### src/rtl/vc_dest_arbiter.sv
`default_nettype none
// +--------------------------------------------------------------------------+
// | Module   : vc_dest_arbiter                                               |
// | Purpose  : Pops words from two virtual-channel FIFOs (VC0/VC1) and routes |
// |            each word to destination FIFO D0 or D1 by header bit DEST_BIT.|
// |            Pops stall while either destination is almost full.           |
// | Ports    : clk, reset (sync, active-high)                                |
// |            empty_vc0/1, data_vc0/1  - VC FIFO status and read data        |
// |            pause_d0/1               - destination almost-full flags       |
// |            pop_vc0/1                - VC read enables (combinational)     |
// |            push_d0/1, data_out      - destination writes (registered)     |
// |            idle                     - no work pending (registered)        |
// | Options  : VC_ARB_ROUND_ROBIN_EN - alternate VCs when both are non-empty |
// |            (default build: strict VC0 priority)                          |
// | Revision : 1.0 - initial release                                         |
// +--------------------------------------------------------------------------+
module vc_dest_arbiter #(
  parameter int DATA_WIDTH = 6,
  parameter int DEST_BIT   = 5
) (
  input  logic                  clk,
  input  logic                  reset,
  input  logic                  empty_vc0,
  input  logic                  empty_vc1,
  input  logic [DATA_WIDTH-1:0] data_vc0,
  input  logic [DATA_WIDTH-1:0] data_vc1,
  input  logic                  pause_d0,
  input  logic                  pause_d1,
  output logic                  pop_vc0,
  output logic                  pop_vc1,
  output logic                  push_d0,
  output logic                  push_d1,
  output logic [DATA_WIDTH-1:0] data_out,
  output logic                  idle
);

  // Pipeline state: pend_q/src_q remember the pop of the previous cycle,
  // whose data appears on data_vcX this cycle.
  logic                  pend_q;
  logic                  src_q;
  logic                  push_d0_q;
  logic                  push_d1_q;
  logic [DATA_WIDTH-1:0] data_out_q;
  logic                  idle_q;

  logic                  go_d;
  logic                  pop_any_d;
  logic [DATA_WIDTH-1:0] word_d;

  // Either destination pausing stalls both: the next word's destination is
  // unknown until it has been popped.
  assign go_d = ~reset & ~pause_d0 & ~pause_d1;

`ifdef VC_ARB_ROUND_ROBIN_EN
  logic last_src_q;
  logic sel_vc1_d;

  // With both VCs pending, take the one not served last; otherwise take
  // whichever is non-empty (sel is irrelevant when both are empty).
  always_comb begin
    sel_vc1_d = empty_vc0;
    if (~empty_vc0 & ~empty_vc1) begin
      sel_vc1_d = ~last_src_q;
    end
  end

  assign pop_vc0 = go_d & ~empty_vc0 & ~sel_vc1_d;
  assign pop_vc1 = go_d & ~empty_vc1 &  sel_vc1_d;

  always_ff @(posedge clk) begin
    if (reset) begin
      last_src_q <= 1'b0;
    end else if (pop_vc0 | pop_vc1) begin
      last_src_q <= pop_vc1;
    end
  end
`else
  assign pop_vc0 = go_d & ~empty_vc0;
  assign pop_vc1 = go_d &  empty_vc0 & ~empty_vc1;
`endif

  assign pop_any_d = pop_vc0 | pop_vc1;
  assign word_d    = src_q ? data_vc1 : data_vc0;

  // A word already popped is always pushed, regardless of pause: thresholds
  // upstream of this block leave room for it.
  always_ff @(posedge clk) begin
    if (reset) begin
      pend_q     <= 1'b0;
      src_q      <= 1'b0;
      push_d0_q  <= 1'b0;
      push_d1_q  <= 1'b0;
      data_out_q <= '0;
      idle_q     <= 1'b1;
    end else begin
      pend_q <= pop_any_d;
      src_q  <= pop_vc1;
      if (pend_q) begin
        data_out_q <= word_d;
        push_d0_q  <= ~word_d[DEST_BIT];
        push_d1_q  <=  word_d[DEST_BIT];
      end else begin
        push_d0_q  <= 1'b0;
        push_d1_q  <= 1'b0;
      end
      idle_q <= empty_vc0 & empty_vc1 & ~pend_q & ~pop_any_d;
    end
  end

  assign push_d0  = push_d0_q;
  assign push_d1  = push_d1_q;
  assign data_out = data_out_q;
  assign idle     = idle_q;

endmodule
`default_nettype wire

### config.mk
export PLATFORM = sky130hd
export DESIGN_NAME = vc_dest_arbiter
export DESIGN_NICKNAME = d
export VERILOG_FILES = /design/src/rtl/vc_dest_arbiter.sv
export SDC_FILE = /design/constraint.sdc
export NUM_CORES = 1
export LEC_CHECK = 0
export CORE_AREA = 2 2 39 41
export CTS_CLUSTER_SIZE = 24
export DETAILED_ROUTE_END_ITERATION = 10
export DIE_AREA = 0 0 41 43
export DONT_BUFFER_PORTS = 1
export PLACE_DENSITY_LB_ADDON = 0.3
export SETUP_SLACK_MARGIN = 0.4
export SLEW_MARGIN = 0
export SYNTH_ARGS = -nofsm -noshare
export SYNTH_HDL_FRONTEND = slang
export SYNTH_SLANG_ARGS = --single-unit
### constraint.sdc
create_clock -name clk -period 0.85 [get_ports clk]
set_input_delay 0.1275 -clock clk [delete_from_list [all_inputs] [get_ports clk]]
set_output_delay 0.1275 -clock clk [all_outputs]
set_load 0.05 [all_outputs]
## After elaboration in Yosys (flattened, before gate mapping)

Cells that the tools add are included.

| word-level totals | value |
|---|---|
| register bits | 11 |
| input bits | 18 |
| output and inout bits | 11 |
| word-level logic and storage cells | 25 |

| cells by class | value |
|---|---|
| multiplexer cells | 1 |
| bitwise logic cells | 17 |
| reductions and logical operators | 1 |

Operators with widths:

| operator | number |
|---|---|
| bitwise AND 1 bit | 8 |
| inverter 1 bit | 8 |
| 2-to-1 mux 6 bit | 1 |
| OR reduction 2 bit | 1 |
| OR 1 bit | 1 |

## Depth between registers and ports, before layout

| depth | value |
|---|---|
| depth in word-level cells | 8 |
| gate-level depth with buffers | 3 |
| depth with buffers taken out | 2 |

## Least setup slack after synthesis

Ideal clock, no wire load.

| timing | value |
|---|---|
| path kind | in2out |
| start | in reset |
| end | out pop_vc1 |
| arrival | 1.780 ns |
| required time | 0.722 ns |
| path slack | -1.057 ns |
| stages on the path | 3 |
| cells stage by stage | buf_6 -> or3_4 -> nor3b_1 |

| between the ends | value |
|---|---|
| cells in the longest elaborated chain, start to end | 5 |

RTL lines:

| element | RTL line | source |
|---|---|---|
| from (decl) | 22 | `input logic reset,` |
| inverter 1 bit | 52 | `assign go_d = ~reset & ~pause_d0 & ~pause_d1;` |
| bitwise AND 1 bit (2 in a row) | 52 |  |
| bitwise AND 1 bit (2 in a row) | 79 | `assign pop_vc1 = go_d & empty_vc0 & ~empty_vc1;` |
| to (decl) | 30 | `output logic pop_vc1,` |

Every way passes these cells.

## Worst setup path in the final report

| timing | value |
|---|---|
| start | in pause_d0 |
| end | out pop_vc1 |

| between the ends | value |
|---|---|
| cells in the longest elaborated chain, start to end | 5 |

RTL lines:

| element | RTL line | source |
|---|---|---|
| from (decl) | 27 | `input logic pause_d0,` |
| inverter 1 bit | 52 |  |
| bitwise AND 1 bit (2 in a row) | 52 |  |
| bitwise AND 1 bit (2 in a row) | 79 |  |

Every way passes these cells.

==> flow_metrics.env <==
export IMPL_whs_ns=-0.0889
export IMPL_critPathArrivalTime_ns=0.91
export IMPL_setup_viol=14
export IMPL_violations="hold timing, setup timing"
export IMPL_skew_ns=0.00553
export IMPL_firstDrtPassIters=3
export IMPL_finalInstanceArea_sq_um=769
export IMPL_cellLeakagePower_nw=0.279
export IMPL_synthFlopType="dfxtp_1"
export IMPL_cts_buffers=3
export IMPL_die_h_microns=43
export IMPL_cts_tree="done"
export IMPL_antenna_left=0
export IMPL_dpl_instance_area_sq_um=601
export IMPL_syn_to_final_growth_pct=76.7
export IMPL_layout_drive_gt1_share=0.690
export IMPL_grt_max_degree=16
export IMPL_period_needed_ns=1.03
export IMPL_ys_ff_latch=11
export IMPL_synth_top_area_frac=0.506
export IMPL_antenna_found_initial=0
export IMPL_worst_pin_slew_ns=0.180
export IMPL_hold_viol=10
export IMPL_core_area_sq_um=1380
export IMPL_yosys_area_top_type="dfxtp_1"
export IMPL_rsz0062_at_grt="true"
export IMPL_grt_pass1_wl_mm=1.41
export IMPL_routed_wl_microns=972
export IMPL_vias=363
export IMPL_synth_top_cells_by_count="dfxtp_1, nor2_1, a211oi_1, mux2i_1, nor3b_1"
export IMPL_final_setup_worst_slack_ns=-0.184
export IMPL_grt_pass1_vias=354
export IMPL_start_kind="input pin"
export IMPL_dp_slack_ns=-0.210
export IMPL_postSynthCellCount=41
export IMPL_fmax_ghz=0.968
export IMPL_worstSetupEndpointType="output pin"
export IMPL_diodes=0
export IMPL_clock_latency_ns=0.26
export IMPL_postSynthAreaPerCell_sq_um=10.6
export IMPL_yosysWarnings=0
export IMPL_drt_iter0_drc=3
export IMPL_wl_per_cell_microns=13.1
export IMPL_viasPerCell=4.91
export IMPL_start_util=0.315
export IMPL_hold_path_class="input pin to flip-flop"
export IMPL_powerDensity_nw_per_um2=1420
export IMPL_rows=14
export IMPL_dieArea_sq_um=1760
export IMPL_fin_util=0.556
export IMPL_cts_sinks=11
export IMPL_timing_worst_setup_path_type="input pin to output pin"
export IMPL_cts_root_buf="clkbuf_4"
export IMPL_yosysUniqueCellTypes=12
export IMPL_timing_max_cap_violations=0
export IMPL_relSlewSlack=0.877
export IMPL_yosysSeqAreaShare=0.506
export IMPL_worst_ep_required_time_ns=0.72
export IMPL_drc=0
export IMPL_h_tree_depth=1
export IMPL_slew_violations=0
export IMPL_io_buffers=0
export IMPL_period_share=1.22
export IMPL_cts_buffer_depth=2
export IMPL_grt_overflow_total=0
export IMPL_synth_fp_nets=59
export IMPL_globalRouteTotalUtil=0.120
export IMPL_die_x_microns=41
export IMPL_ys_async_sr_fraction=0
export IMPL_yosysMostFrequentCell="dfxtp_1"
export IMPL_synth_edf_count=0
export IMPL_synthTopCellsByArea="dfxtp_1, mux2i_1, a211oi_1"
export IMPL_synth_area_sq_um=435
export IMPL_ir_worst_vdd_mv=0.715
export IMPL_ios=29
export IMPL_fin_nets=77
export IMPL_clk_pin_slew_worst_paths_ns=0.07
export IMPL_status="finished with violations"
export IMPL_path_max_fanout=3
export IMPL_routabilityCongestion=0.596
[sequential cells by signal, summed over array words and instances, names as in the netlist]
name      cells
src_q         1
data_out      6
idle          1
push_d1       1
push_d0       1
pend_q        1
[per-stage QoR]
| stage | power, mW | instances | setup TNS [ns] |
|---|---|---|---|
| 2_1_floorplan | 0.683 | 41 | -0.721 |
| 3_3_place_gp | 0.707 | 64 | -0.366 |
| 3_5_place_dp | 0.712 | 64 | -0.499 |
| 4_1_cts | 1.10 | 71 | -0.734 |
| 5_1_grt | 1.16 | 74 | -1.14 |
| 6_report | 1.09 | 74 | -0.638 |
[power by group]
part | internal [mW] | switching (mW) | total [mW]
Sequential | 0.517 | 0.0373 | 0.554
Clock | 0.174 | 0.171 | 0.345
Combinational | 0.102 | 0.0923 | 0.194
[timing repair]
action	in CTS	in global routing
endpoints found under the setup margin	22	22
setup buffers	3	3
pin swaps	2	1
endpoints found under the hold margin	10	10
gates resized for setup	17	6
[cell usage in the layout, fill, tap and decap left out, drive strengths merged]
master  count
buf        16
dfxtp      11
nor2        7
mux2i       6
a211oi      6
clkbuf      3
nor3b       3
or3         1
a21oi       1
and3b       1
nand2       1
o21bai      1
clkinv      1
[logic make-up (layout without fill, tap and decap cells)]
kind of cell,Yosys count,in the layout,synth area share
mux,6,6,0.138
simple gates,13,13,0.167
flops,11,11,0.506
compound gates,8,8,0.141
buf+inv,3,20,0.0488
[path summary, 6_finish.rpt]
path	startpoint	end	slack [ns]	cells after the start
setup reg to reg	src_q	data_out[2]	-0.04	3
hold / removal	reset	data_out[5]	-0.09	1
hold reg to reg	data_out[2]	data_out[2]	0.52	2
setup / recovery	pause_d0	pop_vc1	-0.18	3
[area by class of cell]
cell class,instances,area [sq um]
fillers,133,614
clock inverters,1,5.00
well taps,16,20.0
repair buffers,16,214
flip-flops and latches,11,262
clock buffers,3,22.5
multi-input cells,27,246
[critical path, stage by stage]
cell,delay (ns)
or3_4,0.40
nor3b_4,0.22
buf_12,0.16
[per-layer routing]
layer,global-route usage,wire [microns]
met4,0.0400,0
met3,0.0628,84
met5,0,0
met1,0.126,348
met2,0.194,538
Power figures use the tool's default switching activity.
